==> src/rtl/rf_seq_ctrl.sv <==
// Multi-cycle main control unit: sequences fetch/decode/execute/memory/write-back
// and counts retired instructions. Optional memory-wait timeout: RF_SEQ_CTRL_TIMEOUT_EN.
module rf_seq_ctrl #(
    parameter int TIMEOUT_CYCLES = 15,
    parameter int CNT_W          = 16
) (
    input  logic             clk,
    input  logic             rst,
    input  logic [3:0]       ir_op,
    input  logic             zero,
    input  logic             mem_ready,
    output logic             C_PCWrite,
    output logic             C_IRWrite,
    output logic             C_MemRead,
    output logic             C_MemWrite,
    output logic             C_IorD,
    output logic [1:0]       C_ALUSrcB,
    output logic [2:0]       C_ALUOp,
    output logic             C_RegDstWrite,
    output logic             C_RegWrite,
    output logic             C_MemToReg,
    output logic [3:0]       state,
    output logic             halted,
    output logic             err,
    output logic [CNT_W-1:0] instr_count
);

    typedef enum logic [3:0] {
        S_RESET    = 4'd0,
        S_FETCH    = 4'd1,
        S_DECODE   = 4'd2,
        S_EXEC_R   = 4'd3,
        S_EXEC_I   = 4'd4,
        S_MEM_ADDR = 4'd5,
        S_MEM_RD   = 4'd6,
        S_MEM_WR   = 4'd7,
        S_WB_ALU   = 4'd8,
        S_WB_MEM   = 4'd9,
        S_BRANCH   = 4'd10,
        S_HALT     = 4'd11
    } state_t;

    localparam logic [2:0] ALU_ADD = 3'd0;
    localparam logic [2:0] ALU_SUB = 3'd1;
    localparam logic [2:0] ALU_PC1 = 3'd4;

    state_t           state_q, state_d;
    // Low opcode bits latched in DECODE: [2] clear = R-type, [1:0] = ALU op / LW-vs-SW.
    logic [2:0]       op_q, op_d;
    logic [CNT_W-1:0] cnt_q, cnt_d;
    logic             halted_q, halted_d;
    logic             err_q, err_d;
    logic             retire;

`ifdef RF_SEQ_CTRL_TIMEOUT_EN
    localparam int WAIT_W = $clog2(TIMEOUT_CYCLES + 1);
    logic [WAIT_W-1:0] wait_q, wait_d;
    logic              in_wait;
    logic              timeout;
`else
    logic [31:0] unused_timeout_cycles;
    assign unused_timeout_cycles = TIMEOUT_CYCLES;
`endif

    always_ff @(posedge clk or posedge rst) begin
        if (rst) begin
            state_q  <= S_RESET;
            op_q     <= '0;
            cnt_q    <= '0;
            halted_q <= 1'b0;
            err_q    <= 1'b0;
        end else begin
            state_q  <= state_d;
            op_q     <= op_d;
            cnt_q    <= cnt_d;
            halted_q <= halted_d;
            err_q    <= err_d;
        end
    end

`ifdef RF_SEQ_CTRL_TIMEOUT_EN
    always_ff @(posedge clk or posedge rst) begin
        if (rst) begin
            wait_q <= '0;
        end else begin
            wait_q <= wait_d;
        end
    end

    assign in_wait = (state_q == S_FETCH) || (state_q == S_MEM_RD) || (state_q == S_MEM_WR);
    assign timeout = in_wait && !mem_ready && (wait_q == WAIT_W'(TIMEOUT_CYCLES - 1));
`endif

    always_comb begin
        state_d = state_q;
        op_d    = op_q;
        err_d   = err_q;
        retire  = 1'b0;
        case (state_q)
            S_RESET:  state_d = S_FETCH;
            S_FETCH:  if (mem_ready) state_d = S_DECODE;
            S_DECODE: begin
                op_d = ir_op[2:0];
                case (ir_op)
                    4'b0000, 4'b0001,
                    4'b0010, 4'b0011: state_d = S_EXEC_R;
                    4'b0100:          state_d = S_EXEC_I;
                    4'b1000, 4'b1001: state_d = S_MEM_ADDR;
                    4'b1100:          state_d = S_BRANCH;
                    4'b1111: begin
                        state_d = S_HALT;
                        retire  = 1'b1;
                    end
                    default: begin
                        state_d = S_HALT;
                        err_d   = 1'b1;
                    end
                endcase
            end
            S_EXEC_R, S_EXEC_I: state_d = S_WB_ALU;
            S_MEM_ADDR: state_d = op_q[0] ? S_MEM_WR : S_MEM_RD;
            S_MEM_RD:   if (mem_ready) state_d = S_WB_MEM;
            S_MEM_WR: begin
                if (mem_ready) begin
                    state_d = S_FETCH;
                    retire  = 1'b1;
                end
            end
            S_WB_ALU, S_WB_MEM, S_BRANCH: begin
                state_d = S_FETCH;
                retire  = 1'b1;
            end
            S_HALT:  state_d = S_HALT;
            default: state_d = S_RESET;
        endcase
`ifdef RF_SEQ_CTRL_TIMEOUT_EN
        wait_d = '0;
        if (timeout) begin
            state_d = S_HALT;
            err_d   = 1'b1;
            retire  = 1'b0;
        end else if (in_wait && state_d == state_q) begin
            wait_d = wait_q + 1'b1;
        end
`endif
        halted_d = halted_q | (state_d == S_HALT);
        cnt_d    = cnt_q + {{(CNT_W-1){1'b0}}, retire};
    end

    // Moore decode from state_q; FETCH (mem_ready) and BRANCH (zero) gate PCWrite/IRWrite.
    always_comb begin
        C_PCWrite     = 1'b0;
        C_IRWrite     = 1'b0;
        C_MemRead     = 1'b0;
        C_MemWrite    = 1'b0;
        C_IorD        = 1'b0;
        C_ALUSrcB     = 2'd0;
        C_ALUOp       = 3'd0;
        C_RegDstWrite = 1'b0;
        C_RegWrite    = 1'b0;
        C_MemToReg    = 1'b0;
        case (state_q)
            S_FETCH: begin
                C_MemRead = 1'b1;
                C_ALUSrcB = 2'd1;
                C_ALUOp   = ALU_PC1;
                C_IRWrite = mem_ready;
                C_PCWrite = mem_ready;
            end
            S_EXEC_R: C_ALUOp = {1'b0, op_q[1:0]};
            S_EXEC_I, S_MEM_ADDR: begin
                C_ALUSrcB = 2'd2;
                C_ALUOp   = ALU_ADD;
            end
            S_MEM_RD: begin
                C_IorD    = 1'b1;
                C_MemRead = 1'b1;
            end
            S_MEM_WR: begin
                C_IorD     = 1'b1;
                C_MemWrite = 1'b1;
            end
            S_WB_ALU: begin
                C_RegWrite    = 1'b1;
                C_RegDstWrite = ~op_q[2];
            end
            S_WB_MEM: begin
                C_RegWrite = 1'b1;
                C_MemToReg = 1'b1;
            end
            S_BRANCH: begin
                C_ALUOp   = ALU_SUB;
                C_PCWrite = zero;
            end
            default: ;
        endcase
    end

    assign state       = state_q;
    assign halted      = halted_q;
    assign err         = err_q;
    assign instr_count = cnt_q;

endmodule

==> config.mk <==
export PLATFORM = sky130hd
export DESIGN_NAME = rf_seq_ctrl
export DESIGN_NICKNAME = d
export VERILOG_FILES = /design/src/rtl/rf_seq_ctrl.sv
export SDC_FILE = /design/constraint.sdc
export NUM_CORES = 1
export LEC_CHECK = 0
export ABC_CLOCK_PERIOD_IN_PS = 3900
export BUFFER_PORTS_ARGS = -buffer_cell sky130_fd_sc_hd__buf_2
export CELL_PAD_IN_SITES_DETAIL_PLACEMENT = 2
export CELL_PAD_IN_SITES_GLOBAL_PLACEMENT = 2
export CORE_AREA = 5 5 69 77
export DETAILED_ROUTE_END_ITERATION = 10
export DIE_AREA = 0 0 74 82
export HOLD_SLACK_MARGIN = 0.08
export PLACE_DENSITY = 0.91
export SYNTH_ARGS = -nofsm -noshare
export SYNTH_HDL_FRONTEND = slang
export SYNTH_SLANG_ARGS = --single-unit
==> constraint.sdc <==
create_clock -name clk -period 3.9 [get_ports clk]
set_clock_uncertainty 0.1 [all_clocks]
set_input_delay 0 -clock clk [delete_from_list [all_inputs] [get_ports clk]]
set_output_delay 0 -clock clk [all_outputs]
set_load 0.005 [all_outputs]
==> impl_metrics.yaml <==
grt:
  grt_max_degree: 26
  grt_usage_pct: 13.4
  met3_usage_pct: 1.71
  gr-usage-met1_pct: 16.7
  gr-max-usage-layer: "met2"
  grt_pass1_wl_um: 6360
  grtUsageMet2_pct: 24.0
  antenna_found_initial: 0
  grt-ovfl-total: 0
  grt_pass1_vias: 1295
cts:
  clkTransAtPathRegs_ps: 80
  tritoncts: "built"
  cts_setup_buffers: 0
  cts_buffers: 3
  clk_path_buf_depth: 2
  clock_latency_ps: 260
  clock-sinks: 25
  cts_resized: 0
  cts-htree-levels: 1
  root_buffer: "clkbuf_8"
  cts_hold_buf: 5
timing:
  hold_slack_ps: 80.3
  finalSetupTns_ps: 0
  setup-violations-final: 0
  worstMarginPinSlew_ps: 952
  finalCritPeriodShare_pct: 65.2
  relSlewSlack_pct: 36.5
  rsz0062_at_grt: "false"
  hold_viol_final: 0
  period_needed_ps: 2540
  fmax_mhz: 394
  drv_slew: 0
floorplan:
  chipHeight_um: 82
  row_count: 26
  initial_utilization_pct: 29.1
  ios: 43
  die-area_um2: 6070
  core_region_area_um2: 4520
  die_w_um: 74
pwr:
  p_leak_uw: 0.000843
  p_comb_share_pct: 37.7
  power_frac_seq_pct: 46.2
  peakVddDrop_uv: 216
  p_int_uw: 562
  p_per_area_nw_per_um2: 557
  sw_frac_of_total_pct: 39.1
  power.switching_uw: 361
  p_clk_share_pct: 16.1
worst_setup_path:
  setup.worst_path.start: "state[1]"
  reg2reg_setup_slack_ps: 1360
  cp_max_fo: 18
  critPathLaunchType: "flop"
  crit_type: "reg2reg"
  critPathArrivalTime_ps: 2590
  worstSetupEndpointType: "flop"
  cp.required_ps: 3950
  rr_startpoint: "state[1]"
route:
  first_pass_iters: 4
  drt_iter0_markers: 113
  postRouteAntennaNets: 0
  routed_wl_um: 3830
  viasPerCell: 4.85
  vias: 1168
  drcViolationCount: 0
  avgRoutedWirePerCell_um: 15.9
synth:
  synth.yosys.seq_area_share_pct: 47.6
  syn_nets: 150
  synth.yosys.warnings: 0
  synth-edff-count: 0
  ys_types: 43
  syn_avg_cell_area_um2: 9.39
  synthesis.area_um2: 1320
  async_flop_share_pct: 100
  synthCells: 140
  synth_ff_type: "dfrtp_1"
  ys_ff_latch: 25
placed_design:
  placed_area_um2: 1560
  dp_hpwl_um: 2960
  gp_congestion: 0.800
  portBuffers: 42
finish:
  fillCellCount: 511
  fin_nets: 196
  diodes: 0
  mostFrequentLayoutCells: "42 x buf_2, 25 x dfrtp_1, 21 x nand2_1"
  drive_above_1_share_pct: 28.6
  area_delta_synth_final_pct: 26.0
  final_area_um2: 1660
  mostFrequentLayoutCell: "buf_2"
min_path:
  hold_start: "ir_op[3]"
  hold_path.class: "in2reg"
job:
  drv_cap: 0
outcome:
  outcome: "finished, final reports clean"
-- critical path, stage by stage, from the launching register on --
cell and delay (ps):
dfrtp_1 670, nand2b_1 160, nor2_1 120, a21oi_1 50, o22ai_1 190, ha_1 240
ha_1 240, nand3_1 190, nor2_1 200, nand3_1 120, xnor2_1 150
-- state kept, by name, indices dropped and copies added, names as in the netlist --
name,flops
instr_count,16
state,4
op_q,3
err,1
halted,1
-- power by group through the flow --
stage	combinational, uW	sequential, uW	clock, uW
finish	348	427	149
global route	397	443	172
CTS	357	428	155
detailed placement	350	433	0
global placement	336	427	0
floorplan	241	385	0
-- routing by layer --
layer	up-vias	wire length (um)
met5	-	0
met4	0	20
met3	2	219
met2	31	1930
met1	570	1660
li1	565	-
-- cell type report --
class / count / area (um^2) / share of cell area, %
clock buffer: 4 / 45.0 / 2.72
inverter: 2 / 7.51 / 0.453
multi-input combinational: 107 / 648 / 39.1
sequential: 25 / 626 / 37.8
tap: 56 / 70.1 / 4.23
timing repair buffer: 47 / 260 / 15.7
-- cell usage after synthesis (2+ instances only) --
cell type	number	area share [%]
nand4_1	3	1.4
and3_1	2	0.95
a21oi_1	5	1.9
buf_2	2	0.76
nand3_1	6	2.3
xnor2_1	9	6.0
xor2_1	5	3.3
nand2_1	21	6.0
nor3_1	2	0.76
ha_1	2	1.9
a31oi_1	2	0.95
inv_1	2	0.57
o21ai_0	3	1.1
dfrtp_1	25	48
nor2_1	17	4.9
buf_4	2	1.1
nand2b_1	6	2.9
-- kinds of logic (layout without fill, tap and decap cells) --
group           Yosys count  after routing  synth area share, %
fa+ha+maj                 2              2                 1.90
mux                       2              2                 1.62
simple gates             71             71                 27.4
buf+inv                   8             53                 3.14
xor+xnor                 14             14                 9.32
compound gates           18             18                 9.04
flops                    25             25                 47.6
-- final timing paths --
| kind | to | cells after the start |
|---|---|---|
| setup reg to reg | instr_count[10] | 10 |
| hold reg to reg | err | 1 |
| min in group asynchronous | instr_count[5] | 3 |
| setup / recovery | instr_count[10] | 10 |
| hold / removal | err | 3 |
| max in group asynchronous | instr_count[6] | 3 |
-- per-stage QoR --
step	total power, uW	std cells	utilization, %	setup slack, ps
after global routing	1010	241	36.6	1100
after CTS	941	241	36.6	1330
final	923	241	36.6	1360
after floorplan	626	140	-	1870
after global placement	763	232	34.5	1540
after detailed placement	783	232	34.5	1390
(Power assumes the default switching activity.)
